$ cat config.mk
export PLATFORM = sky130hd
export DESIGN_NAME = video_rect_fill
export DESIGN_NICKNAME = d
export VERILOG_FILES = /design/src/rtl/video_rect_fill_pkg.sv /design/src/rtl/rect_addr_gen.sv /design/src/rtl/video_rect_fill.sv
export SDC_FILE = /design/constraint.sdc
export NUM_CORES = 1
export LEC_CHECK = 0
export ABC_CLOCK_PERIOD_IN_PS = 11100
export BUFFER_PORTS_ARGS = -buffer_cell sky130_fd_sc_hd__buf_2
export CORE_UTILIZATION = 50
export CTS_BUF_LIST = sky130_fd_sc_hd__clkbuf_4
export CTS_CLUSTER_SIZE = 16
export DETAILED_ROUTE_END_ITERATION = 8
export GPL_ROUTABILITY_DRIVEN = 0
export PLACE_DENSITY = 0.69
export SETUP_SLACK_MARGIN = 0.3
export SYNTH_ARGS = -nofsm -noshare
export SYNTH_HDL_FRONTEND = slang
export SYNTH_HIERARCHICAL = 1
export SYNTH_SLANG_ARGS = --single-unit
$ cat constraint.sdc
create_clock -name Clock -period 11.1 [get_ports Clock]
set_input_delay 0.555 -clock Clock [delete_from_list [all_inputs] [get_ports Clock]]
set_output_delay 0.555 -clock Clock [all_outputs]
set_load 0.01 [all_outputs]
$ cat src/rtl/video_rect_fill_pkg.sv
// Shared definitions for the rectangle fill engine: FSM states, framebuffer
// geometry defaults, palette constants and the corner saturation helper.
package video_rect_fill_pkg;

  localparam int FB_WIDTH_DEF  = 400;
  localparam int FB_HEIGHT_DEF = 240;

  typedef enum logic [1:0] {
    RF_IDLE  = 2'd0,
    RF_SETUP = 2'd1,
    RF_FILL  = 2'd2,
    RF_DONE  = 2'd3
  } rf_state_t;

  localparam logic [2:0] COLOR_BLACK   = 3'b000;
  localparam logic [2:0] COLOR_BLUE    = 3'b001;
  localparam logic [2:0] COLOR_GREEN   = 3'b010;
  localparam logic [2:0] COLOR_CYAN    = 3'b011;
  localparam logic [2:0] COLOR_RED     = 3'b100;
  localparam logic [2:0] COLOR_MAGENTA = 3'b101;
  localparam logic [2:0] COLOR_YELLOW  = 3'b110;
  localparam logic [2:0] COLOR_WHITE   = 3'b111;

  typedef struct packed {
    logic [15:0] x0;
    logic [15:0] y0;
    logic [15:0] x1;
    logic [15:0] y1;
  } rect_t;

  function automatic logic [15:0] sat_coord(input logic [15:0] v, input logic [15:0] lim);
    return (v >= lim) ? lim - 16'd1 : v;
  endfunction

endpackage

$ cat src/rtl/rect_addr_gen.sv
// Column/row/address walker over a normalised rectangle; load takes effect next cycle.
// Advance steps one pixel, wrapping to the next row with a precomputed stride; holds otherwise.
module rect_addr_gen #(
  parameter int FB_WIDTH = 400,
  parameter int ADDR_W   = 19
) (
  input  logic              Clock,
  input  logic              Reset,
  input  logic              load,
  input  logic              advance,
  input  logic [15:0]       xl,
  input  logic [15:0]       xr,
  input  logic [15:0]       yt,
  input  logic [15:0]       yb,
  input  logic [ADDR_W-1:0] start_addr,
  output logic [ADDR_W-1:0] addr,
  output logic              last
);

  logic [15:0]       col, row, xl_q, xr_q, yb_q;
  logic [ADDR_W-1:0] stride_q;

  always_ff @(posedge Clock) begin
    if (Reset) begin
      col      <= '0;
      row      <= '0;
      addr     <= '0;
      xl_q     <= '0;
      xr_q     <= '0;
      yb_q     <= '0;
      stride_q <= '0;
    end else if (load) begin
      col      <= xl;
      row      <= yt;
      addr     <= start_addr;
      xl_q     <= xl;
      xr_q     <= xr;
      yb_q     <= yb;
      // Distance from (xr,row) to (xl,row+1), so the row wrap is a single add.
      stride_q <= ADDR_W'(FB_WIDTH) - ADDR_W'(xr - xl);
    end else if (advance) begin
      if (col < xr_q) begin
        col  <= col + 16'd1;
        addr <= addr + ADDR_W'(1);
      end else begin
        col  <= xl_q;
        row  <= row + 16'd1;
        addr <= addr + stride_q;
      end
    end
  end

  assign last = (col == xr_q) && (row == yb_q);

endmodule

$ cat src/rtl/video_rect_fill.sv
// Rectangle fill engine: one framebuffer pixel write per cycle; first write 2 cycles after start.
// iStall high suppresses the write and freezes the walker; outputs are registered.
module video_rect_fill
  import video_rect_fill_pkg::*;
#(
  parameter int FB_WIDTH  = FB_WIDTH_DEF,
  parameter int FB_HEIGHT = FB_HEIGHT_DEF,
  parameter int ADDR_W    = 19,
  parameter int COLOR_W   = 3
) (
  input  logic               Clock,
  input  logic               Reset,
  input  logic               iStart,
  input  logic [15:0]        iX0,
  input  logic [15:0]        iY0,
  input  logic [15:0]        iX1,
  input  logic [15:0]        iY1,
  input  logic [COLOR_W-1:0] iColor,
  input  logic               iStall,
  output logic               oWriteEnable,
  output logic [ADDR_W-1:0]  oWriteAddress,
  output logic [COLOR_W-1:0] oDataOut,
  output logic               oBusy,
  output logic               oDone
);

  rf_state_t          state, state_nxt;
  rect_t              rect_q;
  logic [COLOR_W-1:0] color_q;
  logic [15:0]        xl, xr, yt, yb;
  logic [ADDR_W-1:0]  start_addr, gen_addr;
  logic               gen_last;
  logic               latch, load, advance, we_nxt, busy_nxt, done_nxt;

  // Row base as a constant shift-and-add over the set bits of FB_WIDTH (400 -> <<8, <<7, <<4).
  function automatic logic [ADDR_W-1:0] row_base(input logic [15:0] row);
    logic [ADDR_W-1:0] acc;
    acc = '0;
    for (int b = 0; b < 16; b++) begin
      if (FB_WIDTH[b]) acc = acc + (ADDR_W'(row) << b);
    end
    return acc;
  endfunction

  assign xl = sat_coord((rect_q.x0 < rect_q.x1) ? rect_q.x0 : rect_q.x1, 16'(FB_WIDTH));
  assign xr = sat_coord((rect_q.x0 < rect_q.x1) ? rect_q.x1 : rect_q.x0, 16'(FB_WIDTH));
  assign yt = sat_coord((rect_q.y0 < rect_q.y1) ? rect_q.y0 : rect_q.y1, 16'(FB_HEIGHT));
  assign yb = sat_coord((rect_q.y0 < rect_q.y1) ? rect_q.y1 : rect_q.y0, 16'(FB_HEIGHT));
  assign start_addr = row_base(yt) + ADDR_W'(xl);

  always_ff @(posedge Clock) begin
    if (Reset) state <= RF_IDLE;
    else       state <= state_nxt;
  end

  always_comb begin
    state_nxt = state;
    latch     = 1'b0;
    load      = 1'b0;
    advance   = 1'b0;
    we_nxt    = 1'b0;
    busy_nxt  = 1'b0;
    done_nxt  = 1'b0;
    case (state)
      RF_IDLE: begin
        if (iStart) begin
          latch     = 1'b1;
          state_nxt = RF_SETUP;
        end
      end
      RF_SETUP: begin
        load      = 1'b1;
        busy_nxt  = 1'b1;
        state_nxt = RF_FILL;
      end
      RF_FILL: begin
        busy_nxt = 1'b1;
        if (!iStall) begin
          we_nxt = 1'b1;
          if (gen_last) state_nxt = RF_DONE;
          else          advance   = 1'b1;
        end
      end
      RF_DONE: begin
        busy_nxt  = 1'b1;
        done_nxt  = 1'b1;
        state_nxt = RF_IDLE;
      end
      default: state_nxt = RF_IDLE;
    endcase
  end

  always_ff @(posedge Clock) begin
    if (Reset) begin
      rect_q  <= '0;
      color_q <= '0;
    end else if (latch) begin
      rect_q  <= '{x0: iX0, y0: iY0, x1: iX1, y1: iY1};
      color_q <= iColor;
    end
  end

  rect_addr_gen #(
    .FB_WIDTH(FB_WIDTH),
    .ADDR_W  (ADDR_W)
  ) u_addr_gen (
    .Clock     (Clock),
    .Reset     (Reset),
    .load      (load),
    .advance   (advance),
    .xl        (xl),
    .xr        (xr),
    .yt        (yt),
    .yb        (yb),
    .start_addr(start_addr),
    .addr      (gen_addr),
    .last      (gen_last)
  );

  always_ff @(posedge Clock) begin
    if (Reset) begin
      oWriteEnable  <= 1'b0;
      oWriteAddress <= '0;
      oDataOut      <= '0;
      oBusy         <= 1'b0;
      oDone         <= 1'b0;
    end else begin
      oWriteEnable <= we_nxt;
      oBusy        <= busy_nxt;
      oDone        <= done_nxt;
      if (we_nxt) begin
        oWriteAddress <= gen_addr;
        oDataOut      <= color_q;
      end
    end
  end

endmodule

==> impl_metrics.csv <==
group,metric,value,unit
run_status,status,"finished, final reports clean",
logic_synthesis,synth-simple-area-share,20.2,%
cts,cts_root_buffer,"clkbuf_4",
cts,clk_pin_slew,0.07,ns
cts,post_cts_resize_count,0,
die,die-area,28100,um2
layout,nNetsFinal,2076,
die,io_pins,96,
setup_path,cp.required,11.67,ns
die,die_w,168,um
logic_synthesis,synth_top_family_by_area,"simple AND/OR/NAND/NOR gates",
logic_synthesis,netlist.area_leader.share,30.8,%
setup_path,endpoint,"u_addr_gen/addr[16]",
logic_synthesis,synthTopCellsByArea,"dfxtp_1, ha_1, nand2_1",
setup_path,worstPathMaxFanout,22,
global_route,antenna_found_initial,2,
layout,drive_above_1_share,12.2,%
global_route,grt_pass1_vias,11600,
logic_synthesis,synthCells,1746,
logic_synthesis,synth_edf_count,0,
setup_path,regToRegEndpoint,"u_addr_gen/addr[16]",
cts,cts.sinks,211,
placement,portBuffers,95,
logic_synthesis,synth-seq-cells,211,
global_route,grt_start_max_net_pins,113,
placement,dpl-instance-area,14600,um2
hold_path,min_path_type,"input port to flop",
route,vias,12300,
logic_synthesis,yosysSeqAreaShare,30.8,%
sta,slew_violations,0,
die,start_util,50.8,%
flow_run,drv_cap,0,
route,drc,0,
sta,period_needed,6.03,ns
die,rows,60,
logic_synthesis,yosysTopAreaCell,"dfxtp_1",
setup_path,cp-startpoint,"rect_q[6]",
logic_synthesis,yosysWarnings,6,
sta,hold_viol_final,0,
route,antenna_left,0,
layout,utilization,56.8,%
layout,mostFrequentLayoutCells,"nand2_1, dfxtp_1, a21oi_1, nor2_1, inv_1",
cts,cts_setup_buffers,0,
die,core,27000,um2
setup_path,r2r_cells,22,
hold_path,worstHoldStart,"iY0[3]",
layout,final_common_cell,"nand2_1",
sta,finalCritPeriodShare,54.4,%
setup_path,arrival,6.60,ns
layout,design_area,15300,um2
logic_synthesis,synth_area_per_cell,7.85,um2
sta,max-slew-margin-rel,27.5,%
logic_synthesis,synth-adder-area-share,12.3,%
route,first_pass_iters,6,
route,vias_per_cell,5.42,
logic_synthesis,synth_xor_area_share,5.35,%
cts,cts_tree,"yes",
logic_synthesis,synth_ff_type,"dfxtp_1",
global_route,overflow,0,
global_route,grt_pass1_wl,57.3,mm
sta,max_freq,166,MHz
sta,holdWs,0.0969,ns
placement,dp_hpwl,24.7,mm
logic_synthesis,async_flop_share,0,%
logic_synthesis,synth.mux.area_fraction,5.80,%
sta,clock_skew,0.0367,ns
setup_path,crit_type,"flop to flop",
setup_path,critPathLaunchType,"flop",
logic_synthesis,synth_compound_area_share,19.2,%
route,drt-total-wl,34.3,mm
die,fp.dieH,168,um
sta,rsz0062_at_grt,"false",
setup_path,setup.worst_path.end_class,"flop",
cts,cts-htree-levels,2,
sta,max_slew.worst_pin.slew,1.08,ns
setup_path,r2r-start,"rect_q[6]",
setup_path,rrSetupSlack,5.07,ns
sta,final.setup.tns,0,ns
cts,numCtsBuffers,59,
layout,syn2layout_area_growth,11.7,%
logic_synthesis,synth_cell_types,84,
route,drtIter0Drc,750,
logic_synthesis,syn_area,13700,um2
cts,clk_path_buf_depth,3,
cts,clk-insertion-delay-late,0.69,ns
global_route,grt_use_total,24.8,%
route,wl_per_cell,15.1,um
sta,setup_viol,0,
cts,postCtsHoldBufs,0,
## per-layer routing
metal,share of wire [%],GRT usage (%),up-vias
met5,0,0,-
met4,2.8,8.93,0
met3,5.4,4.70,73
met2,43,39.1,308
met1,48,33.6,5648
li1,-,-,6273
## area by class of cell
| type | count | area [um2] |
|---|---|---|
| clock inverters | 15 | 57.6 |
| multi-input cells | 1371 | 8850 |
| diodes | 2 | 5.00 |
| flip-flops and latches | 211 | 4220 |
| fillers | 2605 | 11600 |
| clock buffers | 89 | 668 |
| repair buffers | 107 | 572 |
| inverters | 132 | 495 |
| well taps | 341 | 427 |
## per-stage QoR
stage,cells,setup slack [ns]
floorplan,1804,6.16
global placement,2162,5.30
detailed placement,2162,5.14
CTS,2266,5.08
global route,2267,4.67
finish,2268,5.07
## Yosys cell counts, types with 6 or more instances
master,instances
clkbuf_1,62
nand4_1,15
nand2b_1,9
fa_1,17
inv_1,131
a311oi_1,6
nor3_1,23
o21a_1,16
dfxtp_1,211
ha_1,106
xor2_1,34
nor2b_1,12
a31oi_1,10
a211oi_1,32
xnor2_1,46
mux2i_1,70
nor2_1,147
and2_1,21
o211ai_1,15
and3_1,20
a21o_1,22
nand2_1,293
buf_1,17
buf_2,7
a21oi_1,187
a221o_1,7
nor4_1,15
nand3_1,30
mux2_2,7
o21ai_0,43
## registers in the layout, indices dropped and copies added (netlist names)
name / cells
state: 2
oDone: 1
rect_q: 64
oBusy: 1
u_addr_gen/xl_q: 16
u_addr_gen/stride_q: 18
u_addr_gen/xr_q: 16
u_addr_gen/col: 16
u_addr_gen/row: 16
color_q: 3
u_addr_gen/yb_q: 16
oWriteAddress: 19
oDataOut: 3
u_addr_gen/addr: 19
oWriteEnable: 1
## kinds of logic (layout without fill, tap and decap cells)
logic type                 count (synthesis)  count (layout)
AOI/OAI and AO/OA                        405             405
xor gates and xnor gates                  82              82
adders and majority gates                125             125
buffers and inverters                    222             343
DFF                                      211             211
muxes                                     78              78
other                                      2              62
and+or+nand+nor                          621             621
## how the worst min path moves through the flow
stage | end | slack, ns | cells after the start
final | rect_q[35] | 0.1 | 3
after global routing | rect_q[34] | 0.05 | 3
after CTS | rect_q[35] | 0.03 | 3
after detailed placement | oWriteAddress[1] | 0.44 | 2
after global placement | oDataOut[1] | 0.44 | 2
after floorplan | oDataOut[0] | 0.43 | 2
## worst max-delay path, cell delays in order (launching register included)
cell and delay, ns:
dfxtp_1 0.37, inv_1 0.09, ha_1 0.34, a41o_1 0.26, a21oi_1 0.15, o31ai_2 0.12
a21oi_4 0.64, mux2_2 0.49, nand2_1 0.14, inv_1 0.06, maj3_1 0.38, fa_1 0.49
inv_1 0.04, ha_1 0.32, nor2b_1 0.14, o21ai_0 0.18, a21boi_0 0.17, o211ai_1 0.27
a21oi_1 0.11, a2111oi_0 0.63, xnor2_1 0.19, inv_1 0.05, a221oi_1 0.27
Power is left out: the tool's default activity adds up to more than one toggle a clock period on the data nets, which glitch-free logic cannot reach.
